$ cat src/rtl/raycast_pkg.sv
// Shared types and defaults for the raycast column ping-pong buffer controller.
package raycast_pkg;

  typedef enum logic [1:0] {
    ST_FILL  = 2'd0,
    ST_READY = 2'd1,
    ST_SWAP  = 2'd2,
    ST_CLEAR = 2'd3
  } state_t;

  localparam int NUM_COLS_DEF    = 640;
  localparam int VBLANK_LINE_DEF = 480;

  // 1: display reads bank 1 while the writer fills bank 2; 0: the reverse.
  typedef logic bank_sel_t;
  localparam bank_sel_t SEL_DISP_BANK1 = 1'b1;
  localparam bank_sel_t SEL_DISP_BANK2 = 1'b0;

endpackage

$ cat src/rtl/raycast_buffer_ctrl_bank_write_mux.sv
// Steers one write request to the back bank and registers both banks' write ports;
// the front bank never sees wen and its address/data simply hold.
module bank_write_mux
  import raycast_pkg::*;
#(
  parameter int ADDR_W = 10,
  parameter int DATA_W = 10
) (
  input  logic              i_clk,
  input  logic              i_rst,
  input  bank_sel_t         i_buffer_sel,
  input  logic              i_req_valid,
  input  logic [ADDR_W-1:0] i_req_addr,
  input  logic [DATA_W-1:0] i_req_data,
  output logic              o_wen1,
  output logic              o_wen2,
  output logic [ADDR_W-1:0] o_waddr1,
  output logic [ADDR_W-1:0] o_waddr2,
  output logic [DATA_W-1:0] o_wdata1,
  output logic [DATA_W-1:0] o_wdata2
);

  logic              w_to_bank1;
  logic              w_to_bank2;
  logic              r_wen1;
  logic              r_wen2;
  logic [ADDR_W-1:0] r_waddr1;
  logic [ADDR_W-1:0] r_waddr2;
  logic [DATA_W-1:0] r_wdata1;
  logic [DATA_W-1:0] r_wdata2;

  assign w_to_bank1 = i_req_valid && (i_buffer_sel == SEL_DISP_BANK2);
  assign w_to_bank2 = i_req_valid && (i_buffer_sel == SEL_DISP_BANK1);

  // NOTE: non-blocking assignments for every register so all flops sample pre-edge values.
  always_ff @(posedge i_clk) begin
    if (i_rst) begin
      r_wen1   <= 1'b0;
      r_wen2   <= 1'b0;
      r_waddr1 <= '0;
      r_waddr2 <= '0;
      r_wdata1 <= '0;
      r_wdata2 <= '0;
    end else begin
      r_wen1 <= w_to_bank1;
      r_wen2 <= w_to_bank2;
      if (w_to_bank1) begin
        r_waddr1 <= i_req_addr;
        r_wdata1 <= i_req_data;
      end
      if (w_to_bank2) begin
        r_waddr2 <= i_req_addr;
        r_wdata2 <= i_req_data;
      end
    end
  end

  assign o_wen1   = r_wen1;
  assign o_wen2   = r_wen2;
  assign o_waddr1 = r_waddr1;
  assign o_waddr2 = r_waddr2;
  assign o_wdata1 = r_wdata1;
  assign o_wdata2 = r_wdata2;

endmodule

$ cat src/rtl/raycast_buffer_ctrl.sv
// Ping-pong controller for the raycast column blockmems: fills the back bank, swaps at vblank.
// Optional back-bank zeroing after each swap is enabled by defining RAYCAST_BUF_CLEAR_EN.
module raycast_buffer_ctrl
  import raycast_pkg::*;
#(
  parameter int ADDR_W      = 10,
  parameter int DATA_W      = 10,
  parameter int NUM_COLS    = NUM_COLS_DEF,
  parameter int VBLANK_LINE = VBLANK_LINE_DEF
) (
  input  logic              i_clk,
  input  logic              i_rst,
  input  logic [9:0]        i_hp,
  input  logic [9:0]        i_vp,
  input  logic              i_wr_valid,
  input  logic [DATA_W-1:0] i_wr_data,
  output logic              o_wr_ready,
  output logic              o_frame_start,
  output logic              o_wen1,
  output logic              o_wen2,
  output logic [ADDR_W-1:0] o_waddr1,
  output logic [ADDR_W-1:0] o_waddr2,
  output logic [DATA_W-1:0] o_wdata1,
  output logic [DATA_W-1:0] o_wdata2,
  output logic              o_buffer_sel,
  output logic [7:0]        o_late_cnt
);

  localparam logic [ADDR_W-1:0] LAST_COL = ADDR_W'(NUM_COLS - 1);

  state_t            r_state;
  state_t            w_state_next;
  logic [ADDR_W-1:0] r_col;
  logic [ADDR_W-1:0] w_col_next;
  bank_sel_t         r_buffer_sel;
  logic              r_frame_start;
  logic [7:0]        r_late_cnt;

  logic              w_vblank_evt;
  logic              w_accept;
  logic              w_last_col;
  logic              w_swap_enter;
  logic              w_late_evt;
  logic              w_frame_start_next;
  logic              w_req_valid;
  logic [ADDR_W-1:0] w_req_addr;
  logic [DATA_W-1:0] w_req_data;

  assign w_vblank_evt = (i_vp == 10'(VBLANK_LINE)) && (i_hp == 10'd0);
  assign o_wr_ready   = (r_state == ST_FILL) && !i_rst;
  assign w_accept     = i_wr_valid && o_wr_ready;
  assign w_last_col   = (r_col == LAST_COL);

  // NOTE: every combinational output gets a default first so no path infers a latch.
  always_comb begin
    w_state_next       = r_state;
    w_col_next         = r_col;
    w_swap_enter       = 1'b0;
    w_late_evt         = 1'b0;
    w_frame_start_next = 1'b0;
    w_req_valid        = 1'b0;
    w_req_addr         = r_col;
    w_req_data         = i_wr_data;
    case (r_state)
      ST_FILL: begin
        w_late_evt = w_vblank_evt;
        if (w_accept) begin
          w_req_valid = 1'b1;
          if (w_last_col) begin
            w_col_next   = '0;
            w_state_next = ST_READY;
          end else begin
            w_col_next = r_col + 1'b1;
          end
        end
      end
      ST_READY: begin
        if (w_vblank_evt) begin
          w_swap_enter = 1'b1;
          w_state_next = ST_SWAP;
        end
      end
      ST_SWAP: begin
`ifdef RAYCAST_BUF_CLEAR_EN
        w_state_next = ST_CLEAR;
`else
        w_state_next       = ST_FILL;
        w_frame_start_next = 1'b1;
`endif
      end
`ifdef RAYCAST_BUF_CLEAR_EN
      ST_CLEAR: begin
        // Zero the freshly swapped-in back bank before the raycaster refills it.
        w_late_evt  = w_vblank_evt;
        w_req_valid = 1'b1;
        w_req_data  = '0;
        if (w_last_col) begin
          w_col_next         = '0;
          w_state_next       = ST_FILL;
          w_frame_start_next = 1'b1;
        end else begin
          w_col_next = r_col + 1'b1;
        end
      end
`endif
      default: w_state_next = ST_FILL;
    endcase
  end

  always_ff @(posedge i_clk) begin
    if (i_rst) begin
      r_state       <= ST_FILL;
      r_col         <= '0;
      r_buffer_sel  <= SEL_DISP_BANK1;
      r_frame_start <= 1'b1;
      r_late_cnt    <= 8'd0;
    end else begin
      r_state       <= w_state_next;
      r_col         <= w_col_next;
      r_frame_start <= w_frame_start_next;
      if (w_swap_enter) begin
        r_buffer_sel <= ~r_buffer_sel;
      end
      if (w_late_evt && (r_late_cnt != 8'hFF)) begin
        r_late_cnt <= r_late_cnt + 8'd1;
      end
    end
  end

  bank_write_mux #(
    .ADDR_W(ADDR_W),
    .DATA_W(DATA_W)
  ) u_bank_write_mux (
    .i_clk       (i_clk),
    .i_rst       (i_rst),
    .i_buffer_sel(r_buffer_sel),
    .i_req_valid (w_req_valid),
    .i_req_addr  (w_req_addr),
    .i_req_data  (w_req_data),
    .o_wen1      (o_wen1),
    .o_wen2      (o_wen2),
    .o_waddr1    (o_waddr1),
    .o_waddr2    (o_waddr2),
    .o_wdata1    (o_wdata1),
    .o_wdata2    (o_wdata2)
  );

  assign o_frame_start = r_frame_start;
  assign o_buffer_sel  = r_buffer_sel;
  assign o_late_cnt    = r_late_cnt;

endmodule
$ cat config.mk
export PLATFORM = sky130hd
export DESIGN_NAME = raycast_buffer_ctrl
export DESIGN_NICKNAME = d
export VERILOG_FILES = /design/src/rtl/raycast_pkg.sv /design/src/rtl/raycast_buffer_ctrl_bank_write_mux.sv /design/src/rtl/raycast_buffer_ctrl.sv
export SDC_FILE = /design/constraint.sdc
export NUM_CORES = 1
export LEC_CHECK = 0
export ABC_CLOCK_PERIOD_IN_PS = 5410
export BUFFER_PORTS_ARGS = -buffer_cell sky130_fd_sc_hd__buf_2
export CORE_UTILIZATION = 40
export CTS_BUF_LIST = sky130_fd_sc_hd__clkbuf_4 sky130_fd_sc_hd__clkbuf_8 sky130_fd_sc_hd__clkbuf_16
export CTS_CLUSTER_DIAMETER = 200
export DETAILED_ROUTE_END_ITERATION = 12
export GPL_TIMING_DRIVEN = 1
export PLACE_DENSITY = 0.66
export SETUP_SLACK_MARGIN = 0.15
export SLEW_MARGIN = 20
export SYNTH_ARGS = -nofsm -noshare
export SYNTH_HDL_FRONTEND = slang
export SYNTH_HIERARCHICAL = 1
export SYNTH_SLANG_ARGS = --single-unit
$ cat constraint.sdc
create_clock -name i_clk -period 5.41 [get_ports i_clk]
set_clock_uncertainty 0.05 [all_clocks]
set_input_delay 0.2705 -clock i_clk [delete_from_list [all_inputs] [get_ports i_clk]]
set_output_delay 0.2705 -clock i_clk [all_outputs]
set_load 0.03 [all_outputs]
# Yosys cells after proc, flatten, opt, wreduce, memory -nomap -nowiden
# Cells that the tools add are included.
# word_totals
output_inout_bits	53
word_cells	44
reg_bits	64
inputBits	33
# classes
reduce_logical	11
eq_ne	8
mux	11
n_addsub	2
n_bitwise	1
# ops
operator	n
adder 10 x 1 -> 10 bit, second input constant	1
equality test 10 bit, second input constant	1
equality test 10 x 9 -> 1 bit, second input constant	1
logical NOT 10 bit	1
2-to-1 mux 10 bit	1
adder 8 x 1 -> 8 bit, second input constant	1
!= test 8 bit, second input constant	1
logical AND 1 bit	6
2-to-1 mux 1 bit	6
2-to-1 mux 2 bit	3
!= test 2 bit, second input constant	3
one-hot mux 2 bit (2 select lines)	1
AND reduction 3 bit	1
equality test 2 x 1 -> 1 bit, second input constant	1
equality test 2 bit, second input constant	1
logical NOT 2 bit	1
AND reduction 2 bit	1
logical NOT 1 bit	1
NOT 1 bit	1

# Depth between registers and ports, before layout
# Gate-level depths: netlist of the first run.
# depth
word_depth	6
depth_mapped	8
mapped_depth_nobuf	5

# Hierarchy
# The synthesis of the first run kept the hierarchy.
# modules_own_cells
module	seq_area_each_um2	area_each_um2	n_inst	cells_each
bank_write_mux	840.8	1717.9	1	158
raycast_buffer_ctrl	440.4	1143.6	1	136

# Worst setup path after synthesis of the first run
# Ideal clock, no wire load.
# synth_path
path_kind	input -> register
start	input port i_vp[1]
end	register r_late_cnt[2], in the netlist o_late_cnt[2]
path_buffers	1
setup_time_ns	0.071
stages	5
arrival_ns	2.065
slack_ns	3.224
required_ns	5.289
cell_sequence	or4_4 -> or4_4 -> buf_6 -> or4_1 -> a21oi_1
# synth_via
elab_chain_cells	4
# synth_rtl
element	line	rtl
from (decl)	raycast_buffer_ctrl.sv:14	input logic [9:0] i_vp,
equality test 10 x 9 -> 1 bit	raycast_buffer_ctrl.sv:49	assign w_vblank_evt = (i_vp == 10'(VBLANK_LINE)) && (i_hp == 10'd0);
logical AND 1 bit	raycast_buffer_ctrl.sv:49	
2-to-1 mux 1 bit	raycast_buffer_ctrl.sv:64	case (r_state)
logical AND 1 bit	raycast_buffer_ctrl.sv:124	if (w_late_evt && (r_late_cnt != 8'hFF)) begin
to (signal assigned)	raycast_buffer_ctrl.sv:125	r_late_cnt <= r_late_cnt + 8'd1;
to (decl)	raycast_buffer_ctrl.sv:37	logic [7:0] r_late_cnt;
# Every way passes these cells.
# A chain may end at the register's enable or synchronous reset.

# Worst setup path after layout of the first run
# layout_path
start	input port i_rst
end	register u_bank_write_mux.r_waddr1[2], in the netlist u_bank_write_mux/o_waddr1[2]
# layout_via
elab_chain_cells	6
# layout_rtl
element	line	rtl
from (decl)	raycast_buffer_ctrl.sv:12	input logic i_rst,
logical NOT 1 bit	raycast_buffer_ctrl.sv:50	assign o_wr_ready = (r_state == ST_FILL) && !i_rst;
logical AND 1 bit	raycast_buffer_ctrl.sv:50	
logical AND 1 bit	raycast_buffer_ctrl.sv:51	assign w_accept = i_wr_valid && o_wr_ready;
2-to-1 mux 1 bit	raycast_buffer_ctrl.sv:67	if (w_accept) begin
2-to-1 mux 1 bit	raycast_buffer_ctrl.sv:64	
via w_req_valid	raycast_buffer_ctrl.sv:45	logic w_req_valid;
logical AND 1 bit	raycast_buffer_ctrl_bank_write_mux.sv:32	assign w_to_bank1 = i_req_valid && (i_buffer_sel == SEL_DISP_BANK2);
to (signal assigned)	raycast_buffer_ctrl_bank_write_mux.sv:48	r_waddr1 <= i_req_addr;
to (decl)	raycast_buffer_ctrl_bank_write_mux.sv:27	logic [ADDR_W-1:0] r_waddr1;
# The timed path passes the listed nets, and every way through them passes these cells.

==> results.yml, run 1 <==
route:
  drc_errors: 0
  first_pass_iters: 4
  via_per_inst: 4.79
  drt_iter0_drc: 83
  detail-route-antenna-nets: 0
  routedWlPerCell_um: 12.3
  vias: 2288
  totalWireLength_um: 5870
synthesis:
  syn_area_um2: 2860
  synthFlopType: "dfxtp_1"
  syn-instance-count: 294
  synth-edff-count: 0
  ys_seq_area_share_pct: 44.8
  avgSynthCellArea_um2: 9.73
  yosysWarnings: 6
  yosys_register_bits: 64
  synth_fp_nets: 329
  synth_cell_types: 41
  ys_async_sr_fraction_pct: 0
setup_path:
  worst-path-buf-inv: 3
  cpPeakStageDelay_ns: 0.77
  setup.worst_path.end_class: "flip-flop"
  critPathLaunchType: "primary input"
  path_depth: 6
  crit_chain: "buf_2 -> buf_4 -> or4b_2 -> inv_1 -> nor2b_4 -> mux2i_1"
  rrSetupSlack_ns: 3.02
  slowest_stage: "or4b_2"
  crit_required_ns: 5.62
  r2r.worst_path.cells: 4
  critical_path.max_fanout: 79
  startpoint: "i_rst"
  r2r_start: "r_state[1]"
  critPathTopFamily: "simple AND/OR/NAND/NOR gates"
  worstPathArrival_ns: 2.62
  crit_type: "in -> reg"
floorplanning:
  die_w_um: 86.6
  ioPinCount: 86
  start_util_pct: 41.7
  rows: 30
  die_area_um2: 7500
  fp.dieH_um: 86.6
  coreArea_um2: 6870
global_route:
  grt_start_max_net_pins: 80
  grt_pass1_wl_um: 9460
  use_met2_pct: 24.0
  gr-usage-met3_pct: 4.10
  grt_pass1_vias: 2020
  track_usage_pct: 16.2
  globalRouteOverflowTotal: 0
  antenna_found_initial: 0
  grt_most_used_layer: "met2"
  met1_usage_pct: 21.9
sta:
  rsz0062_at_grt: "no"
  tightest_slew_ns: 0.656
  post-route-min-period_ns: 2.40
  fin_tns_setup_ns: 0
  fmax_ghz: 0.416
  drv_slew: 0
  fin_crit_sh_pct: 44.4
  setup-violations-final: 0
  finalHoldWorstSlack_ns: 0.164
  hold_violations: 0
  timing.slew.headroom_pct: 56.1
clock_tree:
  cts-resized-gates: 0
  htreeDepth: 3
  cts_num_sinks: 64
  path_clk_slew_ns: 0.07
  clockBufferDepth: 2
  cts_buffers: 9
  clk_latency_ns: 0.33
  cts_tree: "yes"
  root_buffer: "clkbuf_8"
  cts_setup_buffers: 0
  postCtsHoldBufs: 0
worst_hold_path:
  whs_path_depth: 3
  hold_class: "in -> reg"
  holdCritStartpoint: "i_wr_data[0]"
power:
  totalPowerFinal_mw: 1.03
  powerDensity_nw_per_um2: 288
  vdd.ir_drop.worst_mv: 0.161
  leakage_nw: 1.53
placement:
  dpl.hpwl_um: 4140
  gp_congestion: 0.798
  portBuffers: 85
cells_and_area:
  fin_util_pct: 52.0
  syn_to_final_growth_pct: 24.9
  nets: 412
  drive_gt1_share_pct: 29.6
  diodes: 0
job:
  maxCapViolCount: 0
run_status:
  outcome: "finished clean"
-- stage by stage --
stage | cell area [µm²] | setup slack (ns) | std cells
finish | 3570 | 3.01 | 478
detailed placement | 3330 | 2.31 | 462
global placement | 3330 | 2.40 | 462
floorplan | 2860 | 3.22 | 294
global route | 3570 | 2.87 | 478
CTS | 3570 | 2.64 | 478
-- final cells by class --
| class | count | area, µm² |
|---|---|---|
| fill | 640 | 3290 |
| multi-input combinational | 207 | 1460 |
| sequential | 64 | 1280 |
| timing repair buffer | 87 | 440 |
| clock buffer | 14 | 180 |
| tap | 96 | 120 |
| clock inverter | 2 | 60.1 |
| inverter | 8 | 30.0 |
-- worst register-to-register path: stages, from the launching register on --
cell     delay (ns)
dfxtp_1        0.35
or4b_2         0.78
inv_1          0.26
nor2b_4        0.63
mux2i_1        0.26
-- Yosys cell counts, drive strengths merged (3+ instances only) --
| cell | n | area share, % |
|---|---|---|
| nand4 | 4 | 0.87 |
| o21ai | 3 | 0.52 |
| buf | 5 | 2.0 |
| nand2 | 7 | 1.0 |
| xnor2 | 5 | 1.5 |
| or4b | 3 | 1.0 |
| or3 | 3 | 0.70 |
| nor2b | 3 | 0.66 |
| dfxtp | 64 | 45 |
| or4 | 8 | 2.5 |
| nor2 | 17 | 2.2 |
| o31ai | 4 | 1.0 |
| nor4 | 5 | 1.1 |
| inv | 8 | 1.0 |
| xor2 | 3 | 0.92 |
| a21oi | 9 | 1.6 |
| mux2i | 40 | 14 |
| nor3 | 5 | 0.87 |
| nand3 | 7 | 1.2 |
| nand2b | 61 | 13 |
| clkbuf | 10 | 1.3 |
-- state kept, by name (all words and copies together) (netlist names) --
| register | count |
|---|---|
| o_buffer_sel | 1 |
| o_frame_start | 1 |
| o_late_cnt | 8 |
| r_col | 10 |
| r_state | 2 |
| u_bank_write_mux/o_waddr1 | 10 |
| u_bank_write_mux/o_waddr2 | 10 |
| u_bank_write_mux/o_wdata1 | 10 |
| u_bank_write_mux/o_wdata2 | 10 |
| u_bank_write_mux/o_wen1 | 1 |
| u_bank_write_mux/o_wen2 | 1 |
-- final timing paths --
kind,end
worst max-delay path,u_bank_write_mux/o_waddr1[2]
worst min-delay path,u_bank_write_mux/o_wdata2[0]
worst max register to register,u_bank_write_mux/o_waddr1[2]
worst min register to register,u_bank_write_mux/o_waddr1[0]
-- placed cells by master, fill, tap and decap left out, drive strengths merged, types with 3 or more instances in the layout --
master	synthesis	routed
nor3	5	5
or4b	3	3
mux2i	40	40
nand2b	61	61
o21ai	3	3
nor2	17	17
a21oi	9	9
xnor2	5	5
nor4	5	5
xor2	3	3
o31ai	4	4
dfxtp	64	64
buf	5	87
nand3	7	7
clkbuf	10	14
or4	8	8
nor2b	3	3
or3	3	3
nand2	7	7
nand4	4	4
inv	8	8
-- logic make-up after synthesis --
family          count (synthesis)  share of synthesized area [%]
flops                          64                           44.8
fa+ha+maj                       2                          0.874
simple gates                  134                           28.4
buf+inv                        23                           4.37
xor+xnor                        8                           2.45
compound gates                 23                           5.16
mux                            40                           14.0
-- power by group --
group,leakage (nW),internal (mW),total [mW],switching (mW)
clock,0.124,0.308,0.482,0.174
combinational,0.887,0.0292,0.0653,0.0361
sequential,0.517,0.478,0.481,0.00384
total,1.53,0.815,1.03,0.214
-- metal layers --
metal  part of all wire, %  vias to the layer above
met5                     0                        -
met4                   2.1                        0
met3                   5.9                       11
met2                    43                       79
met1                    49                     1014
li1                      -                     1184
Power figures use the tool's default switching activity.
==> run 2, diff against run 1 <==
ABC_CLOCK_PERIOD_IN_PS = 2300   (was 5410)
clock period = 2.3 ns   (was 5.41 ns; I/O delays follow)
==> run 2 against run 1 <==
Compared with the run above: via count increased by 3.8%; worst hold slack got worse by 0.14 ns; combinational power increased by 140%; wire length increased by 2.0%; largest cell class unchanged; total power increased by 110%; global-route usage increased by 0.62 points; register-to-register slack got worse by 2.8 ns; non-clock buffer count increased by 6; critical path depth decreased by 1; cell area increased by 0.21%; sequential power increased by 130%.
==> results.yml, run 2 (synthesized netlist as in run 1, its figures left out) <==
run_status:
  outcome: "finished clean"
route:
  totalWireLength_um: 5990
  first_pass_iters: 4
  drt_iter0_drc: 85
  via_per_inst: 4.92
  drc_errors: 0
  vias: 2375
  routedWlPerCell_um: 12.4
  detail-route-antenna-nets: 0
setup_path:
  r2r_start: "r_state[1]"
  crit_required_ns: 2.51
  rrSetupSlack_ns: 0.22
  crit_type: "reg -> reg"
  critPathLaunchType: "flip-flop"
  r2r-end: "u_bank_write_mux/o_wdata1[5]"
  setup.worst_path.end_class: "flip-flop"
  worstPathArrival_ns: 2.29
  critical_path.max_fanout: 17
  r2r.worst_path.cells: 5
  startpoint: "r_state[1]"
  cp-endpoint: "u_bank_write_mux/o_wdata1[5]"
clock_tree:
  cts_setup_buffers: 0
  cts_buffers: 9
  cts_tree: "yes"
  root_buffer: "clkbuf_8"
  clk_latency_ns: 0.33
  htreeDepth: 3
  path_clk_slew_ns: 0.07
  cts_num_sinks: 64
  clockBufferDepth: 2
placement:
  dpl.hpwl_um: 4210
  place_area_um2: 3370
  portBuffers: 85
  dp_slack_ns: 0.137
  dp_cells: 466
  gp_congestion: 0.804
power:
  totalPowerFinal_mw: 2.20
  leakage_nw: 1.53
  vdd.ir_drop.worst_mv: 0.394
  powerDensity_nw_per_um2: 615
floorplanning:
  coreArea_um2: 6870
  rows: 30
  start_util_pct: 41.7
  die_area_um2: 7500
  die_w_um: 86.6
  ioPinCount: 86
  fp.dieH_um: 86.6
sta:
  setup-violations-final: 0
  fin_crit_sh_pct: 90.4
  timing.slew.headroom_pct: 60.0
  post-route-min-period_ns: 2.08
  finalHoldWorstSlack_ns: 0.0194
  hold_violations: 0
  setup_ws_ns: 0.220
  fin_tns_setup_ns: 0
  fmax_ghz: 0.481
  tightest_slew_ns: 0.599
  rsz0062_at_grt: "yes"
  drv_slew: 0
global_route:
  grt_start_max_net_pins: 79
  track_usage_pct: 16.9
  antenna_found_initial: 0
  grt_pass1_wl_um: 9830
  grt_pass1_vias: 2189
  globalRouteOverflowTotal: 0
cells_and_area:
  fin_util_pct: 52.1
  diodes: 0
  finalInstanceArea_um2: 3580
  drive_gt1_share_pct: 30.0
  layout_commonest_cell: "buf_2"
  layoutNonFillerInstCount: 483
  syn_to_final_growth_pct: 25.2
  final_cell_mix: "85 x buf_2, 64 x dfxtp_1, 61 x nand2b_1"
  nets: 418
job:
  maxCapViolCount: 0
worst_hold_path:
  hold_class: "in -> reg"
  whs_path_depth: 3
==> run 2: repair_timing <==
action                                  in CTS  in global routing
resized for setup                            0                  1
hold buffers                                 2                  0
endpoints found under the hold margin        3                  0
endpoints found under the setup margin       0                 17
==> run 2: worst min-delay path by stage <==
stage                  from  slack, ns                           end
4_1_cts        i_wr_data[5]      0.002  u_bank_write_mux/o_wdata2[5]
5_1_grt        i_wr_data[1]       0.02  u_bank_write_mux/o_wdata1[1]
2_1_floorplan  i_wr_data[9]       0.24  u_bank_write_mux/o_wdata2[9]
3_3_place_gp   i_wr_data[0]       0.35  u_bank_write_mux/o_wdata2[0]
6_report       i_wr_data[5]       0.02  u_bank_write_mux/o_wdata2[5]
3_5_place_dp   i_wr_data[0]       0.36  u_bank_write_mux/o_wdata2[0]
==> run 2: final cells by class <==
type                            count  area (µm²)
Tap cell                           96         120
Multi-Input combinational cell    207        1460
Timing Repair Buffer               93         503
Sequential cell                    64        1280
Clock buffer                        9         124
Clock inverter                      6        61.3
Inverter                            8        30.0
Fill cell                         670        3290
==> run 2: power breakdown <==
group / switching (mW) / leakage, nW / internal (mW)
logic: 0.0863 / 0.919 / 0.0723
clock network: 0.423 / 0.0948 / 0.490
registers: 0.00873 / 0.517 / 1.12
==> run 2: per-layer routing <==
metal | vias to the layer above | global-route usage [%] | part of all wire [%]
li1 | 1201 | - | -
met1 | 1088 | 19.6 | 47
met2 | 80 | 28.4 | 45
met3 | 6 | 7.05 | 7.4
met4 | 0 | 5.00 | 0.87
met5 | - | 0 | 0
==> run 2: worst max-delay path, stage by stage (launching register included) <==
cell,delay [ns]
dfxtp_1,0.35
or4b_2,0.78
inv_1,0.21
nor2b_2,0.22
buf_12,0.19
mux2i_1,0.20
==> run 3, diff against run 2 <==
RECOVER_POWER = 25   (was default)
==> run 3 against run 2 <==
Compared with the run above: count of clock-buffer cells in the layout unchanged; via count increased by 0.21%; clock power about the same; utilization decreased by 0.55 points; worst hold slack about the same; global-route usage unchanged; cell area decreased by 1.0%; worst setup slack improved by 0.0072 ns; combinational power about the same; total power about the same; wire length increased by 0.72%; critical path type unchanged; highest routed layer unchanged.
==> results.yml, run 3 (synthesized netlist as in run 1, its figures left out) <==
power:
  vdd.ir_drop.worst_mv: 0.395
  leakage_nw: 1.41
  powerDensity_nw_per_um2: 622
setup_path:
  worstPathArrival_ns: 2.28
  crit_type: "reg -> reg"
  critPathTopFamily: "simple AND/OR/NAND/NOR gates"
  setup.worst_path.end_class: "flip-flop"
  worst-path-buf-inv: 2
  crit_required_ns: 2.51
  crit_chain: "or4b_2 -> inv_1 -> nor2b_2 -> buf_12 -> mux2i_1"
  cpPeakStageDelay_ns: 0.78
  critical_path.max_fanout: 17
  critPathLaunchType: "flip-flop"
  slowest_stage: "or4b_2"
sta:
  fmax_ghz: 0.482
  rsz0062_at_grt: "yes"
  hold_violations: 0
  tightest_slew_ns: 1.17
  setup-violations-final: 0
  drv_slew: 0
  post-route-min-period_ns: 2.07
  fin_crit_sh_pct: 90.1
  fin_tns_setup_ns: 0
  timing.slew.headroom_pct: 22.3
cells_and_area:
  nFillCells: 683
  final_cell_mix: "64 x dfxtp_1, 61 x nand2b_1, 57 x buf_2"
  multi_input_area_um2: 1460
  drive_gt1_share_pct: 22.7
  regArea_um2: 1280
  syn_to_final_growth_pct: 23.9
  layout_commonest_cell: "dfxtp_1"
  diodes: 0
  layoutNonFillerInstCount: 483
  nets: 418
global_route:
  globalRouteOverflowTotal: 0
  grt_pass1_wl_um: 9830
  track_usage_pct: 16.9
  grt_start_max_net_pins: 79
  grt_pass1_vias: 2189
  antenna_found_initial: 0
floorplanning:
  coreArea_um2: 6870
  start_util_pct: 41.7
  die_area_um2: 7500
  rows: 30
  ioPinCount: 86
  die_w_um: 86.6
  fp.dieH_um: 86.6
placement:
  dpl.hpwl_um: 4210
  portBuffers: 85
  dp_cells: 466
  gp_congestion: 0.804
route:
  drc_errors: 0
  detail-route-antenna-nets: 0
  routedWlPerCell_um: 12.5
  vias: 2380
  via_per_inst: 4.93
  first_pass_iters: 5
  totalWireLength_um: 6040
  drt_iter0_drc: 69
clock_tree:
  cts_num_sinks: 64
  clockBufferDepth: 2
  htreeDepth: 3
  path_clk_slew_ns: 0.07
  clk_latency_ns: 0.33
  cts_tree: "yes"
  cts_buffers: 9
  root_buffer: "clkbuf_8"
job:
  maxCapViolCount: 0
worst_hold_path:
  hold_class: "in -> reg"
run_status:
  outcome: "finished clean"
==> run 3: path summary, 6_finish.rpt <==
kind | start | end | depth (start not counted) | slack, ns
min reg2reg | u_bank_write_mux/o_waddr1[3] | u_bank_write_mux/o_waddr1[3] | 2 | 0.42
max | r_state[1] | u_bank_write_mux/o_waddr1[4] | 5 | 0.23
max reg2reg | r_state[1] | u_bank_write_mux/o_waddr1[4] | 5 | 0.23
min | i_wr_data[3] | u_bank_write_mux/o_wdata2[3] | 3 | 0.02
==> run 3: metrics by stage <==
stage               total power [mW]  utilization, %  hold WS (ns)  worst slack [ns]  cell area (µm²)
global route                    2.30            51.6        0.0178             0.125             3540
floorplan                       1.26               -         0.241             0.207             2860
CTS                             2.24            52.1       0.00232             0.217             3580
global placement                1.31            49.1         0.350             0.167             3370
detailed placement              1.31            49.1         0.356             0.137             3370
finish                          2.20            51.6        0.0196             0.227             3540
==> run 3: worst register-to-register path, delay by kind of cell, from the launching register on <==
| kind | cells | cell delay [ns] |
|---|---|---|
| buffers and inverters | 2 | 0.40 |
| and+or+nand+nor | 2 | 1.00 |
| DFF | 1 | 0.35 |
| muxes | 1 | 0.21 |
==> run 3: final cells by class <==
class                      count  share of cell area, %
multi-input combinational    207                   41.3
tap                           96                   3.39
timing repair buffer          93                   13.1
inverter                       8                  0.847
clock buffer                   9                   3.49
clock inverter                 6                   1.73
sequential                    64                   36.1
==> run 3: power by group <==
part           internal, mW  leakage, nW  switching (mW)  total (mW)
clock network         0.490       0.0948           0.425       0.915
registers              1.12        0.517         0.00901        1.13
logic                0.0701        0.800          0.0863       0.156
total                  1.68         1.41           0.521        2.20
==> run 3: timing repair <==
action / in CTS / in global routing
hold buffers: 2 / 0
setup endpoints to repair: 0 / 17
endpoints found under the hold margin: 3 / 0
setup buffers: 0 / 0
resized for setup: 0 / 1
==> run 3: metal layers <==
metal,vias to the layer above,part of all wire [%],global-route usage [%]
li1,1200,-,-
met1,1088,47,19.6
met2,84,45,28.4
met3,8,7.5,7.05
met4,0,1.1,5.00
met5,-,0,0
